### src/rtl/div_unit_pipelined.sv
// Radix-2 restoring divider for RISC-V DIV/DIVU/REM/REMU. Ops are queued in an input FIFO.
// Results leave through a valid/ready writeback port that carries the instruction id and PC.
module div_unit_pipelined #(
  parameter int XLEN       = 32,
  parameter int FIFO_DEPTH = 4,
  parameter int ID_W       = 3,
  parameter int PC_W       = 32
) (
  input  logic            clk,
  input  logic            rst_n,
  input  logic            flush,
  input  logic            issue_valid,
  output logic            issue_ready,
  input  logic [1:0]      op,
  input  logic [XLEN-1:0] rs1,
  input  logic [XLEN-1:0] rs2,
  input  logic            reuse_result,
  input  logic [ID_W-1:0] id,
  input  logic [PC_W-1:0] pc,
  output logic            wb_valid,
  input  logic            wb_ready,
  output logic [XLEN-1:0] wb_rd,
  output logic [ID_W-1:0] wb_id,
  output logic [PC_W-1:0] wb_pc,
  output logic            busy
);
  localparam int PTR_W = $clog2(FIFO_DEPTH);
  localparam int CNT_W = $clog2(XLEN);
  localparam logic [PTR_W:0]  FULL_CNT = (PTR_W+1)'(FIFO_DEPTH);
  localparam logic [XLEN-1:0] ZERO = '0;
  localparam logic [XLEN-1:0] ONES = '1;

  typedef enum logic [1:0] {S_IDLE, S_DIVIDE, S_WB} state_t;

  // Signs are stripped before queueing, so the datapath only ever sees magnitudes.
  logic            w_signed, w_neg1, w_neg2, w_push, w_pop;
  logic [XLEN-1:0] w_mag1, w_mag2;

  assign w_signed = ~op[0];
  assign w_neg1   = w_signed & rs1[XLEN-1];
  assign w_neg2   = w_signed & rs2[XLEN-1];
  assign w_mag1   = w_neg1 ? (ZERO - rs1) : rs1;
  assign w_mag2   = w_neg2 ? (ZERO - rs2) : rs2;

  logic [XLEN-1:0]       r_f_dvd [FIFO_DEPTH];
  logic [XLEN-1:0]       r_f_dvs [FIFO_DEPTH];
  logic [ID_W-1:0]       r_f_id  [FIFO_DEPTH];
  logic [PC_W-1:0]       r_f_pc  [FIFO_DEPTH];
  logic [FIFO_DEPTH-1:0] r_f_rem, r_f_negq, r_f_negr, r_f_reuse;
  logic [PTR_W-1:0]      r_wr_ptr, r_rd_ptr;
  logic [PTR_W:0]        r_count;

  state_t          r_state;
  logic [CNT_W-1:0] r_cnt;
  logic [XLEN-1:0] r_quo, r_rem, r_dvs, r_saved_q, r_saved_r, r_wb_rd;
  logic            r_is_rem, r_neg_q, r_neg_r, r_wb_valid;
  logic [ID_W-1:0] r_wb_id;
  logic [PC_W-1:0] r_wb_pc;

  assign issue_ready = (r_count != FULL_CNT);
  assign w_push      = issue_valid & issue_ready & ~flush;
  assign w_pop       = (r_state == S_IDLE) && (r_count != '0);
  assign busy        = (r_count != '0) || (r_state != S_IDLE);

  assign wb_valid = r_wb_valid;
  assign wb_rd    = r_wb_rd;
  assign wb_id    = r_wb_id;
  assign wb_pc    = r_wb_pc;

  always_ff @(posedge clk) begin
    if (w_push) begin
      r_f_dvd[r_wr_ptr]   <= w_mag1;
      r_f_dvs[r_wr_ptr]   <= w_mag2;
      r_f_id[r_wr_ptr]    <= id;
      r_f_pc[r_wr_ptr]    <= pc;
      r_f_rem[r_wr_ptr]   <= op[1];
      r_f_negq[r_wr_ptr]  <= w_signed & (rs1[XLEN-1] ^ rs2[XLEN-1]);
      r_f_negr[r_wr_ptr]  <= w_neg1;
      r_f_reuse[r_wr_ptr] <= reuse_result;
    end
  end

  always_ff @(posedge clk or negedge rst_n) begin
    if (!rst_n) begin
      r_wr_ptr <= '0;
      r_rd_ptr <= '0;
      r_count  <= '0;
    end else begin
      if (w_push) r_wr_ptr <= r_wr_ptr + PTR_W'(1);
      if (w_pop)  r_rd_ptr <= r_rd_ptr + PTR_W'(1);
      if (w_push && !w_pop)      r_count <= r_count + (PTR_W+1)'(1);
      else if (w_pop && !w_push) r_count <= r_count - (PTR_W+1)'(1);
    end
  end

  logic [XLEN-1:0] w_h_dvd, w_h_dvs;
  logic            w_h_rem, w_h_negq, w_h_negr, w_h_reuse;

  assign w_h_dvd   = r_f_dvd[r_rd_ptr];
  assign w_h_dvs   = r_f_dvs[r_rd_ptr];
  assign w_h_rem   = r_f_rem[r_rd_ptr];
  assign w_h_negq  = r_f_negq[r_rd_ptr];
  assign w_h_negr  = r_f_negr[r_rd_ptr];
  assign w_h_reuse = r_f_reuse[r_rd_ptr];

  // The dividend shifts out of r_quo from the top as the quotient bits shift in at the bottom.
  logic [XLEN:0]   w_shift;
  logic            w_ge;
  logic [XLEN-1:0] w_diff, w_rem_nx, w_quo_nx;

  assign w_shift  = {r_rem, r_quo[XLEN-1]};
  assign w_ge     = (w_shift >= {1'b0, r_dvs});
  assign w_diff   = w_shift[XLEN-1:0] - r_dvs;
  assign w_rem_nx = w_ge ? w_diff : w_shift[XLEN-1:0];
  assign w_quo_nx = {r_quo[XLEN-2:0], w_ge};

  function automatic logic [XLEN-1:0] f_result(input logic [XLEN-1:0] q, input logic [XLEN-1:0] r,
                                               input logic is_rem, input logic neg_q,
                                               input logic neg_r, input logic dvs_nz);
    logic [XLEN-1:0] v;
    logic            n;
    v = is_rem ? r : q;
    n = is_rem ? neg_r : (neg_q & dvs_nz);
    return n ? (ZERO - v) : v;
  endfunction

  always_ff @(posedge clk or negedge rst_n) begin
    if (!rst_n) begin
      r_state    <= S_IDLE;
      r_cnt      <= '0;
      r_quo      <= '0;
      r_rem      <= '0;
      r_dvs      <= '0;
      r_saved_q  <= '0;
      r_saved_r  <= '0;
      r_is_rem   <= 1'b0;
      r_neg_q    <= 1'b0;
      r_neg_r    <= 1'b0;
      r_wb_valid <= 1'b0;
      r_wb_rd    <= '0;
      r_wb_id    <= '0;
      r_wb_pc    <= '0;
    end else begin
      case (r_state)
        S_IDLE: if (w_pop) begin
          r_wb_id  <= r_f_id[r_rd_ptr];
          r_wb_pc  <= r_f_pc[r_rd_ptr];
          r_is_rem <= w_h_rem;
          r_neg_q  <= w_h_negq;
          r_neg_r  <= w_h_negr;
          r_dvs    <= w_h_dvs;
          if (w_h_reuse) begin
            r_wb_rd    <= f_result(r_saved_q, r_saved_r, w_h_rem, w_h_negq, w_h_negr,
                                   w_h_dvs != ZERO);
            r_wb_valid <= 1'b1;
            r_state    <= S_WB;
          end else if (w_h_dvs == ZERO) begin
            r_saved_q  <= ONES;
            r_saved_r  <= w_h_dvd;
            r_wb_rd    <= f_result(ONES, w_h_dvd, w_h_rem, w_h_negq, w_h_negr, 1'b0);
            r_wb_valid <= 1'b1;
            r_state    <= S_WB;
          end else if (w_h_dvd < w_h_dvs) begin
            r_saved_q  <= ZERO;
            r_saved_r  <= w_h_dvd;
            r_wb_rd    <= f_result(ZERO, w_h_dvd, w_h_rem, w_h_negq, w_h_negr, 1'b1);
            r_wb_valid <= 1'b1;
            r_state    <= S_WB;
          end else begin
            r_quo   <= w_h_dvd;
            r_rem   <= ZERO;
            r_cnt   <= CNT_W'(XLEN-1);
            r_state <= S_DIVIDE;
          end
        end
        S_DIVIDE: begin
          r_quo <= w_quo_nx;
          r_rem <= w_rem_nx;
          r_cnt <= r_cnt - CNT_W'(1);
          if (r_cnt == '0) begin
            r_saved_q  <= w_quo_nx;
            r_saved_r  <= w_rem_nx;
            r_wb_rd    <= f_result(w_quo_nx, w_rem_nx, r_is_rem, r_neg_q, r_neg_r, 1'b1);
            r_wb_valid <= 1'b1;
            r_state    <= S_WB;
          end
        end
        S_WB: if (wb_ready) begin
          r_wb_valid <= 1'b0;
          r_state    <= S_IDLE;
        end
        default: r_state <= S_IDLE;
      endcase
    end
  end

endmodule
### config.mk
export PLATFORM = sky130hd
export DESIGN_NAME = div_unit_pipelined
export DESIGN_NICKNAME = d
export VERILOG_FILES = /design/src/rtl/div_unit_pipelined.sv
export SDC_FILE = /design/constraint.sdc
export NUM_CORES = 1
export LEC_CHECK = 0
export ABC_AREA = 1
export CORE_MARGIN = 2
export CORE_UTILIZATION = 35
export DETAILED_ROUTE_END_ITERATION = 8
export SYNTH_ARGS = -nofsm -noshare
export SYNTH_HDL_FRONTEND = slang
export SYNTH_SLANG_ARGS = --single-unit
### constraint.sdc
create_clock -name clk -period 14.2 [get_ports clk]
set_clock_uncertainty 0.15 [all_clocks]
set_input_delay 4.26 -clock clk [delete_from_list [all_inputs] [get_ports clk]]
set_output_delay 4.26 -clock clk [all_outputs]
set_load 0.005 [all_outputs]
* Word level (Yosys, flattened, before mapping)
Memories as Yosys holds them, arrays and structs flattened. A register that Yosys moved wholly into a read port is not among the register bits.
Cells that the tools add are included.
W data, S select, Z words.
** Operators by class
- Add/sub/neg operators :: 12
- $mul :: 0
- Div/mod/pow operators :: 0
- $lt $le $gt $ge :: 5
- Eq/ne operators :: 11
- Shift operators :: 0
- Mux-type cells :: 80
- Bitwise operators :: 9
- Reductions and logical operators :: 24
** Operators with widths (count)
- $mux W32 :: 34
- $pmux W32 S2 :: 5
- $sub A1 B32 Y32 const A :: 6
- $ge A33 B32 Y1 :: 1
- $logic_not A32 Y1 :: 1
- $lt A32 B32 Y1 :: 1
- $reduce_bool A32 Y1 :: 1
- $sub A32 B32 Y32 :: 1
- $mux W5 :: 4
- $mux W1 :: 17
- $bwmux W4 :: 4
- $reduce_and A5 Y1 :: 3
- $mux W2 :: 6
- $ne A2 B2 Y1 const B :: 6
- $pmux W5 S2 :: 1
- $bmux W1 S2 :: 4
- $and A1 B1 Y1 :: 6
- $lt A2 B3 Y1 const B :: 2
- $mux W3 :: 2
- $pmux W2 S3 :: 1
- $reduce_bool A2 Y1 :: 3
- $reduce_bool A3 Y1 :: 2
- $logic_not A5 Y1 :: 1
- $sub A5 B1 Y5 const B :: 1
- 20 further kinds :: 28
** Storage, ports and cells
- Register bits :: 226
- Bits in latches :: 0
- Bits in writable memories :: 396
- Bits in read-only memories :: 0
- Input port bits :: 107
- Output and inout bits :: 70
- Logic and storage cells :: 164
- Memories kept :: 4
** Memory list
- r_f_dvd :: depth 4, width 32, read ports 1, clocked after Yosys merged registers in 0, write ports 1, line 45 : logic [XLEN-1:0] r_f_dvd [FIFO_DEPTH];
- r_f_dvs :: depth 4, width 32, read ports 1, clocked after Yosys merged registers in 0, write ports 1, line 46 : logic [XLEN-1:0] r_f_dvs [FIFO_DEPTH];
- r_f_pc :: depth 4, width 32, read ports 1, clocked after Yosys merged registers in 1, write ports 1, line 48 : logic [PC_W-1:0] r_f_pc [FIFO_DEPTH];
- r_f_id :: depth 4, width 3, read ports 1, clocked after Yosys merged registers in 1, write ports 1, line 47 : logic [ID_W-1:0] r_f_id [FIFO_DEPTH];

* Depth between registers and ports, before layout
Gate-level depths: netlist of the first run.
- Word-level depth :: 10
- Mapped depth :: 29
- Gate-level depth less buffers :: 28

* Worst setup path before layout of the first run
Ideal clock, no wire load.
- Kind :: input port to flip-flop
- Start :: in issue_valid
- End :: mem r_f_dvd[0][0], enable pin
- Setup time :: 0.566 ns
- Arrival :: 9.127 ns
- Required time :: 13.484 ns
- Setup slack :: 4.357 ns
- Stages :: 4
- Buffers on the path :: 0
- Path through :: inv_1 > nor3_1 > inv_1 > nor2_1
** Between the ends
- Cells in the longest elaborated chain, start to end :: 4
** Ends and longest elaborated chain
- start, declared :: line 12 : input logic issue_valid,
- $and A1 B1 Y1 (2 in a row) :: line 61 : assign w_push = issue_valid & issue_ready & ~flush;
- via w_push :: line 36 : logic w_signed, w_neg1, w_neg2, w_push, w_pop;
- $mux W1 :: line 71 : if (w_push) begin
- $mux W1 (implied by the code) :: line 72 : r_f_dvd[r_wr_ptr] <= w_mag1;
- end, declared :: line 45
The timed path passes the listed nets, and every way through them passes these cells.

* Worst setup path in the final report of the first run
- Start :: in rs1[0]
- End :: mem r_f_dvd[0][27], data pin
** Between the ends
- Cells in the longest elaborated chain, start to end :: 2
** Ends and longest elaborated chain
- start, declared :: line 15 : input logic [XLEN-1:0] rs1,
- $sub A1 B32 Y32 :: line 42 : assign w_mag1 = w_neg1 ? (ZERO - rs1) : rs1;
- $mux W32 :: line 42
- via w_mag1[27] :: line 37 : logic [XLEN-1:0] w_mag1, w_mag2;
The timed path passes the listed nets, and every way through them passes these cells.

==> flow_summary_export.csv, run 1 <==
group,metric,value,unit
synth,yosys_warnings,0,
synth,ys_types,63,
synth,syn-instance-count,4374,
clocking,postCtsSetupBuffers,0,
sta,worstMarginPinSlew,1166,ps
die,num_rows,117,
place,portBuffers,176,
critical_path,crit_type,"input port to register",
grt,grt_pass1_vias,28181,
synth,ys_ff_latch,657,
flow_run,cap_violations,0,
critical_path,start_kind,"input port",
grt,grt_antenna_before_repair,6,
sta,clock.fmax,0.1284,GHz
die,start_util,35.29,%
route,avgRoutedWirePerCell,19.35,um
critical_path,slowest_stage,"nor3b_1",
sta,fin_crit,7787,ps
grt,grt_use_total,21.32,%
route,wl,114.3,mm
place,pre_cts_slack,5728,ps
clocking,htreeDepth,3,
critical_path,crit_required,14430,ps
finish,postLayoutCoreUtil,40.50,%
die,ioPinCount,177,
place,gp_congestion,0.9288,
power_and_ir_drop,ir_worst_vdd,0.1459,mV
route,viasPerCell,5.096,
hold_path,hold_class,"register to register",
critical_path,path_cells,"clkdlybuf4s50_1, nor3_1, nor3b_1, inv_1, nor3_1, nor3b_1, nand3_1, nor4_1, nand2_1, nand2_1, o21ai_0, xor2_1",
power_and_ir_drop,power_density,250.2,mW/mm2
grt,grt_pass1_wl,173.5,mm
route,final_antenna_net_count,0,
finish,layout_common_cells,"1387 x nand2_1, 518 x nor2_1, 412 x edfxtp_1, 365 x inv_1, 324 x nand3_1",
clocking,cts_tree,"yes",
synth,synth_top_area_cell,"edfxtp_1",
sta,finalHoldViolCount,0,
clocking,clkLatencyLatePin,670,ps
synth,synth_edf_count,412,
sta,rsz0062_at_grt,"no",
finish,drive_above_1_share,5.379,%
sta,setup_viol,0,
synth,synth_area_leaders,"edfxtp_1 34%, dfrtp_1 17%, nand2_1 14%",
finish,final_nets,4660,
synth,syn_nets,4559,
critical_path,cp-end-kind,"register",
finish,flow.area_growth_from_synthesis,14.76,%
route,vias,30114,
finish,fin_cells,5909,
power_and_ir_drop,leakage,0.01764,uW
critical_path,max_stage_delay,840,ps
die,die_w,324.5,um
place,post-place-cells,5767,
synth,yosysTopAreaCellShare,34.40,%
clocking,cts_root_buf,"clkbuf_16",
grt,gr-total-overflow,0,
synth,synth_area,0.03596,mm2
die,fp.coreArea,0.1019,mm2
die,dieHeight,324.5,um
outcome,outcome,"finished, final reports clean",
grt,grt_max_degree,149,
sta,finalSetupTns,0,ps
finish,fill_cells,10351,
finish,mostFrequentLayoutCell,"nand2_1",
critical_path,crit_buf_inv,2,
clocking,holdBufCountCts,0,
route,drcViolationCount,0,
synth,avgSynthCellArea,8.221,um2
sta,setup_ws,6413,ps
clocking,cts.repair.resized,0,
sta,drv_slew,0,
route,drt_iter0_drc,2945,
critical_path,critPathArrivalTime,8020,ps
route,dr.pass1.iters,6,
synth,synth_seq_area_share,51.45,%
sta,worst_slew_margin_rel,22.10,%
critical_path,crit_family,"simple AND/OR/NAND/NOR gates",
clocking,clock_path_buffers,3,
clocking,cts.clk_slew.worst_paths,60,ps
sta,period_share,54.84,%
synth,async_flop_share,37.29,%
critical_path,crit_fanout,6,
synth,synth_ff_type,"edfxtp_1",
power_and_ir_drop,total_power,10330,uW
clocking,cts_buffers,74,
clocking,clock-sinks,657,
die,die-area,0.1053,mm2
place,dp_hpwl,79.12,mm
## worst reg2reg max path: cells and delay by family, from the launching register on
| family | cells | cell delay, ps |
|---|---|---|
| flops | 1 | 480 |
| fa+ha+maj | 1 | 370 |
| simple gates | 9 | 1690 |
| compound gates | 2 | 520 |
| buf+inv | 5 | 2940 |
## area by class of cell
| type | count | area, um2 | share of cell area, % |
|---|---|---|---|
| Inverter | 378 | 1429 | 3.462 |
| Clock inverter | 28 | 370.4 | 0.8974 |
| Clock buffer | 109 | 2113 | 5.121 |
| Multi-Input combinational cell | 3152 | 15080 | 36.55 |
| Sequential cell | 657 | 18510 | 44.85 |
| Tap cell | 1368 | 1712 | 4.148 |
| Antenna cell | 5 | 12.51 | 0.03032 |
| Timing Repair Buffer | 212 | 2037 | 4.936 |
## per-stage QoR
step / cell area, um2 / hold slack [ps]
after detailed placement: 38770 / 323.0
after floorplan: 35960 / 303.0
after global routing: 41260 / 358.8
after CTS: 41260 / 338.3
after global placement: 38770 / 317.0
final: 41270 / 334.7
## cells in the mapped netlist (8+ instances only)
master	number
nand2_1	1387
nor2_1	523
edfxtp_1	412
inv_1	366
nand3_1	324
dfrtp_1	245
o21ai_0	240
a21oi_1	137
clkbuf_1	85
ha_1	76
a31oi_1	75
xor2_1	75
buf_2	46
nor3_1	37
nand4_1	35
o21ai_1	29
a22oi_1	28
xnor2_1	28
buf_6	25
buf_1	15
o21ai_2	14
buf_4	13
nand2_2	12
nor4_1	12
nor2_2	11
o31ai_1	11
or2_2	11
inv_2	10
nand3b_1	8
nor3b_1	8
## flip-flops by register name, summed over array words and instances (netlist names), 5 cells and up
register / cells
r_f_dvs: 128
r_f_dvd: 128
wb_rd: 32
wb_pc: 32
r_dvs: 32
r_saved_r: 32
r_rem: 32
r_cnt: 5
r_saved_q: 32
r_f_id: 12
r_f_pc: 128
r_quo: 32
## routing by layer
metal | vias to the layer above | wire [um] | global-route usage, %
li1 | 14645 | - | -
met1 | 14248 | 49340 | 28.34
met2 | 991 | 52570 | 34.20
met3 | 224 | 7479 | 3.963
met4 | 6 | 4905 | 8.826
met5 | - | 42 | 0
## worst paths after layout
path	cells past startpoint	endpoint	start	slack [ps]
max reg2reg	17	r_rem[9]$_DFFE_PN0P_	r_rd_ptr[1]$_DFFE_PN0P_	7900
min	2	wb_rd[6]$_DFFE_PN0P_	wb_rd[6]$_DFFE_PN0P_	330
min reg2reg	2	wb_rd[6]$_DFFE_PN0P_	wb_rd[6]$_DFFE_PN0P_	330
min in group asynchronous	1	r_rem[27]$_DFFE_PN0P_	rst_n	3530
max	12	r_f_dvd[0][27]$_DFFE_PP_	rs1[0]	6410
max in group asynchronous	2	wb_rd[13]$_DFFE_PN0P_	rst_n	8620
## cells by family after synthesis
group                      count (synthesis)  synth area share, %
xor gates and xnor gates                 103                2.509
buffers and inverters                    565                6.809
muxes                                      1              0.02784
and+or+nand+nor                         2394                27.41
AOI/OAI and AO/OA                        576                9.032
adders and majority gates                 78                2.756
DFF                                      657                51.45
## power breakdown
group	internal, uW	leakage (uW)	switching, uW
combinational	1650	0.00976	3990
clock	1090	0.00120	835
sequential	2520	0.00669	228
total	5270	0.0176	5060
Power figures use the tool's default switching activity.
==> run 2, diff against run 1 <==
==> constraint.sdc (replaced) <==
create_clock -name clk -period 7.69 [get_ports clk]
set_clock_uncertainty 0.15 [all_clocks]
set_input_delay 2.307 -clock clk [delete_from_list [all_inputs] [get_ports clk]]
set_output_delay 2.307 -clock clk [all_outputs]
set_load 0.005 [all_outputs]
==> flow_summary_export.csv, run 2 (same netlist as run 1, synthesis figures left out) <==
group,metric,value,unit
finish,mostFrequentLayoutCell,"nand2_1",
critical_path,startpoint,"rs1[0]",
die,ioPinCount,177,
route,vias,29873,
hold_path,hold_start,"r_dvs[5]$_DFFE_PN0P_",
clocking,cts.repair.resized,0,
hold_path,hold_path_depth,2,
clocking,cts_buffers,73,
route,avgRoutedWirePerCell,19.02,um
route,dr.pass1.iters,6,
clocking,postCtsSetupBuffers,0,
clocking,clock-sinks,657,
finish,final_nets,4654,
sta,finalHoldViolCount,0,
place,post-place-cells,5762,
sta,worstMarginPinSlew,1131,ps
sta,clock.fmax,0.1739,GHz
sta,drv_slew,0,
flow_run,cap_violations,0,
critical_path,critPathArrivalTime,6030,ps
critical_path,cp-end-kind,"register",
route,drt_iter0_drc,2747,
critical_path,crit_fanout,6,
finish,flow.area_growth_from_synthesis,14.86,%
place,gp_congestion,0.9424,
critical_path,cp.depth,13,
clocking,htreeDepth,3,
critical_path,start_kind,"input port",
critical_path,max_stage_delay,750,ps
route,viasPerCell,5.064,
clocking,cts_root_buf,"clkbuf_16",
sta,fin_crit,5750,ps
die,dieHeight,324.5,um
power_and_ir_drop,power_density,458.9,mW/mm2
route,drcViolationCount,0,
grt,grt_use_total,20.95,%
place,portBuffers,176,
grt,grt_antenna_before_repair,3,
critical_path,crit_required,7970,ps
die,die-area,0.1053,mm2
finish,layout_common_cells,"1387 x nand2_1, 518 x nor2_1, 412 x edfxtp_1, 365 x inv_1, 324 x nand3_1",
place,dpl_cell_area,0.03884,mm2
sta,rsz0062_at_grt,"no",
sta,period_share,74.77,%
grt,grt_max_degree,170,
power_and_ir_drop,ir_worst_vdd,0.2832,mV
finish,fin_cells,5899,
sta,setup_viol,0,
critical_path,cp_common_cell,"inv_1",
clocking,cts_tree,"yes",
critical_path,crit_buf_inv,4,
finish,reg.largest.list,"r_f_dvd: 128 flops, r_f_dvs: 128 flops, r_f_pc: 128 flops",
die,fp.coreArea,0.1019,mm2
finish,postLayoutCoreUtil,40.54,%
finish,stdcell_area,0.04131,mm2
clocking,holdBufCountCts,0,
hold_path,hold_class,"register to register",
die,start_util,35.29,%
critical_path,slowest_stage,"nor3b_1",
clocking,clkLatencyLatePin,640,ps
outcome,outcome,"finished, final reports clean",
sta,worst_slew_margin_rel,24.52,%
clocking,cts.clk_slew.worst_paths,60,ps
die,die_w,324.5,um
grt,gr-total-overflow,0,
place,dp_hpwl,77.91,mm
critical_path,r2r-start,"r_rd_ptr[0]$_DFFE_PN0P_",
grt,grt_pass1_wl,171.0,mm
critical_path,reg2reg_depth,15,
critical_path,crit_family,"simple AND/OR/NAND/NOR gates",
finish,drive_above_1_share,5.364,%
route,final_antenna_net_count,0,
power_and_ir_drop,leakage,0.01767,uW
clocking,clock_path_buffers,3,
die,num_rows,117,
critical_path,path_cells,"clkdlybuf4s50_1, inv_1, ha_1, inv_1, nor3_1, nor3b_1, inv_1, nor3_1, nor3b_1, nand4_1, o41ai_1, o21ai_0, xor2_1",
critical_path,crit_type,"input port to register",
route,wl,112.2,mm
sta,finalSetupTns,0,ps
grt,grt_pass1_vias,28247,
## run 2: final cells by class
class	count	area [um2]
Antenna cell	1	2.502
Clock buffer	106	2112
Clock inverter	30	351.6
Fill cell	10468	60580
Inverter	378	1429
Multi-Input combinational cell	3152	15080
Sequential cell	657	18510
Tap cell	1368	1712
Timing Repair Buffer	207	2112
## run 2: worst register-to-register path: stages, from the launching register on
cell and delay, ps:
dfrtp_4 700, inv_8 740, nand2_1 280, nand3_1 110
nand2_1 210, inv_1 350, ha_1 200, nand4_1 110
or3_1 350, nor2_1 110, nor4_1 60, a31oi_1 420
nand2_1 190, a21oi_4 450, inv_1 640, a22oi_1 350
## run 2: routing by layer
metal  track usage [%]  routed length [um]  share of wire, %
met1             27.63               47930                43
met2             34.61               52860                47
met3             3.664                7412               6.6
met4             7.397                3949               3.5
met5                 0                  26             0.023
## run 2: path summary, 6_finish.rpt
path | end | slack [ps]
max | r_f_dvd[1][30]$_DFFE_PP_ | 1940
min | r_dvs[5]$_DFFE_PN0P_ | 340
max reg2reg | r_cnt[1]$_DFFE_PN0P_ | 2150
min reg2reg | r_dvs[5]$_DFFE_PN0P_ | 340
max in group asynchronous | r_rem[31]$_DFFE_PN0P_ | 4410
min in group asynchronous | r_count[0]$_DFFE_PN0P_ | 1510
## run 2: through the flow
step	hold WS, ps	setup WS [ps]	power [uW]
global route	355.0	1660	20390
finish	336.0	1940	18960
global placement	317.6	1316	15180
floorplan	303.0	-199.9	12010
CTS	338.4	1941	18920
detailed placement	323.8	1305	15320
## run 2: power by group
part	switching (uW)	internal (uW)
clock	1480	2070
sequential	423	4660
combinational	7260	3070
total	9160	9800
